$ cat src/rtl/multi_edge_detector.sv
// Multi-channel edge detector: optional synchroniser, stability filter and per-channel
// rising/falling/both edge qualification with sticky event flags.
module multi_edge_detector #(
    parameter int unsigned CHANNELS      = 4,
    parameter int unsigned SYNC_STAGES   = 2,
    parameter int unsigned FILTER_CYCLES = 3
) (
    input  logic                  clock,
    input  logic                  reset_n,
    input  logic [CHANNELS-1:0]   data,
    input  logic [2*CHANNELS-1:0] mode,
    input  logic [CHANNELS-1:0]   clear,
    output logic [CHANNELS-1:0]   edge_detect,
    output logic [CHANNELS-1:0]   level,
    output logic [CHANNELS-1:0]   sticky,
    output logic                  any_event
);

    localparam int unsigned CntW = (FILTER_CYCLES > 1) ? $clog2(FILTER_CYCLES) : 1;
    localparam logic [CntW-1:0] CntMax = CntW'(FILTER_CYCLES - 1);

    logic [CHANNELS-1:0] syn;

    if (SYNC_STAGES == 0) begin : g_no_sync
        assign syn = data;
    end else begin : g_sync
        logic [CHANNELS-1:0] chain_q [SYNC_STAGES];

        always_ff @(posedge clock) begin
            if (!reset_n) begin
                for (int s = 0; s < int'(SYNC_STAGES); s++) begin
                    chain_q[s] <= '0;
                end
            end else begin
                chain_q[0] <= data;
                for (int s = 1; s < int'(SYNC_STAGES); s++) begin
                    chain_q[s] <= chain_q[s-1];
                end
            end
        end

        assign syn = chain_q[SYNC_STAGES-1];
    end

    logic [CntW-1:0]     cnt_q [CHANNELS];
    logic [CntW-1:0]     cnt_d [CHANNELS];
    logic [CHANNELS-1:0] level_q, level_d;
    logic [CHANNELS-1:0] edge_q, edge_d;
    logic [CHANNELS-1:0] sticky_q, sticky_d;

    always_comb begin
        cnt_d    = cnt_q;
        level_d  = level_q;
        edge_d   = '0;
        // A qualified edge below overrides clear so no event is lost.
        sticky_d = sticky_q & ~clear;
        for (int i = 0; i < int'(CHANNELS); i++) begin
            if (syn[i] == level_q[i]) begin
                cnt_d[i] = '0;
            end else if (cnt_q[i] == CntMax) begin
                cnt_d[i]   = '0;
                level_d[i] = syn[i];
                if ((syn[i] && mode[2*i]) || (!syn[i] && mode[2*i+1])) begin
                    edge_d[i]   = 1'b1;
                    sticky_d[i] = 1'b1;
                end
            end else begin
                cnt_d[i] = cnt_q[i] + CntW'(1);
            end
        end
    end

    always_ff @(posedge clock) begin
        if (!reset_n) begin
            for (int i = 0; i < int'(CHANNELS); i++) begin
                cnt_q[i] <= '0;
            end
            level_q  <= '0;
            edge_q   <= '0;
            sticky_q <= '0;
        end else begin
            cnt_q    <= cnt_d;
            level_q  <= level_d;
            edge_q   <= edge_d;
            sticky_q <= sticky_d;
        end
    end

    assign edge_detect = edge_q;
    assign level       = level_q;
    assign sticky      = sticky_q;
    assign any_event   = |sticky_q;

endmodule

$ cat config.mk
export PLATFORM = sky130hd
export DESIGN_NAME = multi_edge_detector
export DESIGN_NICKNAME = d
export VERILOG_FILES = /design/src/rtl/multi_edge_detector.sv
export SDC_FILE = /design/constraint.sdc
export NUM_CORES = 1
export LEC_CHECK = 0
export CAP_MARGIN = 20
export CORE_MARGIN = 4
export CORE_UTILIZATION = 45
export CTS_CLUSTER_DIAMETER = 50
export DETAILED_ROUTE_END_ITERATION = 10
export DONT_BUFFER_PORTS = 1
export SLEW_MARGIN = 20
export SYNTH_ARGS = -nofsm -noshare
export SYNTH_HDL_FRONTEND = slang
export SYNTH_SLANG_ARGS = --single-unit
export TNS_END_PERCENT = 5
$ cat constraint.sdc
create_clock -name clock -period 1.9 [get_ports clock]
set_clock_uncertainty 0.05 [all_clocks]
set_input_delay 0.38 -clock clock [delete_from_list [all_inputs] [get_ports clock]]
set_output_delay 0.38 -clock clock [all_outputs]
set_load 0.02 [all_outputs]
# ---- After elaboration in Yosys (flattened, before gate mapping)
# Memories as Yosys holds them, arrays and structs flattened.
# Cells that the tools add are included.
dict set report word_totals {
  elab_cells 88
  reg_bits 20
  input_bits 18
  out_inout_bits 13
  ramBits 8
  n_memories 1
}
# name depth width rd rd_ports_with_merged_regs wr line_no
set memory_table {}
lappend memory_table {g_sync.chain_q 2 4 2 0 2 27} ;# logic [CHANNELS-1:0] chain_q [SYNC_STAGES];
dict set report op_classes {
  addsub 4
  bitwise_logic 13
  n_mux 20
  reduce_logical 29
  n_eq_ne 8
}
# operator n
set op_table {}
lappend op_table {{$reduce_or A3 Y1} 8}
lappend op_table {{$mux W1} 18}
lappend op_table {{$not A1 Y1} 9}
lappend op_table {{$add A2 B1 Y2 const B} 4}
lappend op_table {{$eq A2 B2 Y1 const B} 4}
lappend op_table {{$logic_and A1 B1 Y1} 8}
lappend op_table {{$mux W4} 2}
lappend op_table {{$reduce_and A2 Y1} 4}
lappend op_table {{$and A4 B4 Y4} 1}
lappend op_table {{$eq A1 B1 Y1} 4}
lappend op_table {{$logic_not A1 Y1} 4}
lappend op_table {{$logic_or A1 B1 Y1} 4}
lappend op_table {{$not A4 Y4} 1}
lappend op_table {{$reduce_or A4 Y1} 1}
lappend op_table {{$or A1 B1 Y1} 2}

# ---- Depth between registers and ports, before layout
dict set report depth {
  ltp_word 6
  ltp_mapped 4
  mapped_depth_nobuf 4
}

# ---- Worst setup path before layout
# OpenSTA, ideal clock, no wires.
dict set report synth_path {
  kind {register -> output}
  startpoint {register sticky_q[1] (netlist: sticky[1])}
  endpoint {output port any_event}
  slack_ps 458
  path_stages_with_launch 2
  required_time_ps 1470
  t_arrival_ps 1012
  cell_sequence {dfxtp_1 -> or4_1}
}
dict set report synth_via {
  elab_chain_len 1
}
# item line_no
set synth_rtl {}
lappend synth_rtl {{from (decl)} 49} ;# logic [CHANNELS-1:0] sticky_q, sticky_d;
lappend synth_rtl {{from (signal assigned)} 85} ;# sticky_q <= sticky_d;
lappend synth_rtl {{$reduce_or A4 Y1} 92} ;# assign any_event = |sticky_q;
lappend synth_rtl {{to (decl)} 16} ;# output logic any_event
# Every way passes these cells.

# ---- Worst setup path after layout
# Same ends and word-level chain as after synthesis.

==> flow_summary.rst <==
.. list-table::
   :header-rows: 1

   * - Metric
     - Value
   * - Outcome
     - finished, final reports clean
   * - Crit path max fanout
     - 3
   * - Global-route met2 utilization
     - 15.9%
   * - Antenna cells
     - 0
   * - Worst Hold Class
     - input port to flip-flop
   * - Fin cells
     - 128
   * - Gpl congestion
     - 0.642
   * - Floorplan Core Area
     - 0.00206 sq mm
   * - Clock network fraction of total power
     - 31.1%
   * - Count of routing violations after the opening detailed-route iteration
     - 7
   * - Ratio of final minimum period to clock period
     - 97.0%
   * - Source of the worst register-to-register timing path
     - level[1]
   * - Clock net sink count
     - 28
   * - Critical Path Slowest Stage Cell
     - sky130_fd_sc_hd__or4_1
   * - Largest net degree at the start of global routing
     - 29
   * - Routed via count
     - 640
   * - Die area
     - 0.00309 sq mm
   * - Number of register bits inferred by synthesis
     - 28
   * - Total of fill cells in the finished design
     - 198
   * - Estimated wirelength of the detail-placed design
     - 1150 um
   * - Type of the worst setup path
     - flip-flop to primary output
   * - CP startpoint kind
     - flip-flop
   * - Fraction of final layout cells sized beyond drive strength 1
     - 7.92%
   * - Area occupied by multi-input gates
     - 423 sq um
   * - Core utilization of the finished layout
     - 51.8%
   * - Number of failing setup endpoints in the final timing report
     - 0
   * - Worst path cell trace
     - or4_1
   * - Required time of the worst setup path
     - 1.47 ns
   * - Vias per std cell
     - 5.00
   * - Global-route track usage on met3
     - 4.87%
   * - Cell depth of the worst flop-to-flop path
     - 2
   * - Net Sw Frac
     - 19.5%
   * - Mapped cell area
     - 0.00102 sq mm
   * - Number of placed I/O pins
     - 31
   * - Number of buffer and inverter stages on the critical path
     - 0
   * - Number of endpoints with negative hold slack in the final report
     - 0
   * - Number of nets at the end of the flow
     - 124
   * - Internal cell power
     - 0.726 mW
   * - Peak supply drop
     - 0.000464 V
   * - Number of buffers created by CTS
     - 3
   * - Leakage power
     - 0.437 nW
   * - Slew at the pin closest to its max-slew limit
     - 0.336 ns
   * - Clock transition at path regs
     - 0.14 ns
   * - ANT nets after route
     - 0
   * - Mean cell area of the mapped netlist
     - 10.2 sq um
   * - Combined flip-flop and latch cell area
     - 561 sq um
   * - Hold-fix buffer count after cts
     - 0
   * - Number of cell rows
     - 16
   * - End point of the worst hold path
     - g_sync.chain_q[0][5]
   * - Met1 track demand over resource
     - 13.0%
   * - Number of levels the H-tree was split into
     - 1
   * - Quantity of gates resized following cts
     - 0
   * - Post-Syn Nets
     - 122
   * - Peak Freq
     - 0.543 GHz
   * - Worst slew margin relative to its limit
     - 77.5%
   * - Sequential share of power
     - 66.9%
   * - Detail-routed net length per standard cell
     - 11.9 um
   * - Worst Hold Path Cells
     - 1
   * - Floorplan die height
     - 55.6 um
   * - Maximum cell stage delay along the critical path
     - 0.67 ns
   * - Sequential area share after synthesis
     - 55.0%
   * - Count of pins over their slew limit
     - 0
   * - Cell count after synthesis
     - 100
   * - TritonCTS clock tree
     - done
   * - Final wirelength
     - 1520 um
   * - Global-route wire length before repair
     - 2700 um
   * - Port bufs
     - 0
   * - Total power of the final layout
     - 0.902 mW
   * - Type of element capturing the critical path
     - primary output
   * - Distinct cells, synth
     - 16
   * - Maxcap violations
     - 0
   * - Crit path setup slack, layout
     - 0.0574 ns
   * - P&R area growth vs syn
     - 4.91%
   * - GR Util All Layers
     - 10.8%
   * - Power density over the cells
     - 844 mW/mm^2
   * - Number of buffers between clock root and the deepest sink
     - 2
   * - Starting Density
     - 49.4%
   * - Cell at the root of the clock tree
     - sky130_fd_sc_hd__clkbuf_4
   * - Number of global-route vias before repair
     - 624
   * - Largest area contributor in the synthesized netlist
     - sky130_fd_sc_hd__dfxtp_1
   * - Crit path time final
     - 1.84 ns
   * - RSZ-0062 raised after global routing
     - no
   * - Worst setup timing slack at the placement stage
     - 0.420 ns
   * - Total grt overflow
     - 0
   * - Worst R2R Setup Slack
     - 0.81 ns
   * - FF-to-FF End
     - sticky[1]
   * - Placed Cells
     - 124
   * - Critical hold path startpoint
     - reset_n
   * - Switching power
     - 0.176 mW
   * - DRC violations left
     - 0
   * - Number of search-and-repair iterations in the first detailed-routing pass
     - 4
   * - Yosys warns
     - 0
   * - Crit-path leading delay family
     - simple AND/OR/NAND/NOR gates
   * - Cell types occupying the most area after synthesis
     - sky130_fd_sc_hd__dfxtp_1, sky130_fd_sc_hd__nand3b_1, sky130_fd_sc_hd__and2_1, sky130_fd_sc_hd__ha_1, sky130_fd_sc_hd__nor2_1
   * - Horizontal die dimension
     - 55.6 um
   * - Setup total negative slack
     - 0 ns
   * - Clock latency of the later-clocked register in the worst-skew pair
     - 0.32 ns
   * - Portion of total power attributed to combinational logic
     - 2.0%
   * - Number of buffers inserted to repair setup after CTS
     - 0
   * - Most heavily used metal layer in global routing
     - met2
   * - Initial antenna violation count
     - 0
   * - Share of the synthesized area in the top cell type
     - 55.0%
   * - WP data arrival
     - 1.41 ns
==> worst max path at each step <==
stage	start	endpoint	slack, ns	depth (start not counted)
final	sticky[1]	any_event	0.06	1
after global routing	sticky[1]	any_event	0.006	1
after CTS	sticky[1]	any_event	0.04	1
after detailed placement	sticky[1]	any_event	0.42	1
after global placement	sticky[1]	any_event	0.44	1
after floorplan	sticky[1]	any_event	0.46	1
==> power groups by stage <==
stage          clock, mW  sequential [mW]  combinational [mW]
2_1_floorplan          0            0.615              0.0244
6_report           0.280            0.604              0.0179
5_1_grt            0.317            0.605              0.0214
3_3_place_gp           0            0.616              0.0175
3_5_place_dp           0            0.616              0.0183
4_1_cts            0.294            0.604              0.0183
==> through the flow <==
stage	instance area, sq um	hold slack, ns
detailed placement	1030	0.357
global placement	1030	0.350
global route	1070	0.0984
floorplan	1020	0.342
CTS	1070	0.107
finish	1070	0.127
==> sequential cells by signal, indices dropped and copies added, names as in the netlist <==
signal,flops
cnt_q,8
g_sync.chain_q,8
sticky,4
level,4
edge_detect,4
==> routing by layer <==
metal  share of wire (%)  wire length (um)
met5                   0                 0
met4                0.99                15
met3                 9.9               150
met2                  44               664
met1                  45               691
==> synth_stat cells <==
cell type,n
sky130_fd_sc_hd__nand2_1,8
sky130_fd_sc_hd__buf_4,2
sky130_fd_sc_hd__and3_1,4
sky130_fd_sc_hd__inv_1,4
sky130_fd_sc_hd__o21ai_1,4
sky130_fd_sc_hd__xor2_1,4
sky130_fd_sc_hd__nand3b_1,8
sky130_fd_sc_hd__clkbuf_2,1
sky130_fd_sc_hd__or4_1,1
sky130_fd_sc_hd__dfxtp_1,28
sky130_fd_sc_hd__mux2i_1,4
sky130_fd_sc_hd__ha_1,4
sky130_fd_sc_hd__nor2b_1,4
sky130_fd_sc_hd__and2_1,8
sky130_fd_sc_hd__a31o_2,4
sky130_fd_sc_hd__nor2_1,12
==> final cells by class <==
cell class,count,area share [%]
Clock buffer,4,3.40
Inverter,4,1.41
Multi-Input combinational cell,65,39.6
Sequential cell,28,52.5
Tap cell,27,3.16
==> layout by cell type, fill, tap and decap left out <==
cell type	instances
sky130_fd_sc_hd__dfxtp_1	28
sky130_fd_sc_hd__nor2_1	12
sky130_fd_sc_hd__and2_1	8
sky130_fd_sc_hd__nand3b_1	8
sky130_fd_sc_hd__nand2_1	8
sky130_fd_sc_hd__inv_1	4
sky130_fd_sc_hd__xor2_1	4
sky130_fd_sc_hd__mux2i_1	4
sky130_fd_sc_hd__nor2b_1	4
sky130_fd_sc_hd__o21ai_1	4
sky130_fd_sc_hd__and3_1	4
sky130_fd_sc_hd__a31o_2	4
sky130_fd_sc_hd__ha_1	4
sky130_fd_sc_hd__clkbuf_4	3
sky130_fd_sc_hd__or4_1	1
sky130_fd_sc_hd__clkbuf_8	1
==> cell families after synthesis <==
group,share of synthesized area [%]
AO/OA/AOI/OAI,5.41
XOR/XNOR,3.44
adder cells (fa/ha/maj),4.91
buffers and inverters,3.44
flip-flops,55.0
multiplexers,3.93
AND/OR/NAND/NOR,23.8
No activity file was read; power rests on OpenSTA's default activity.
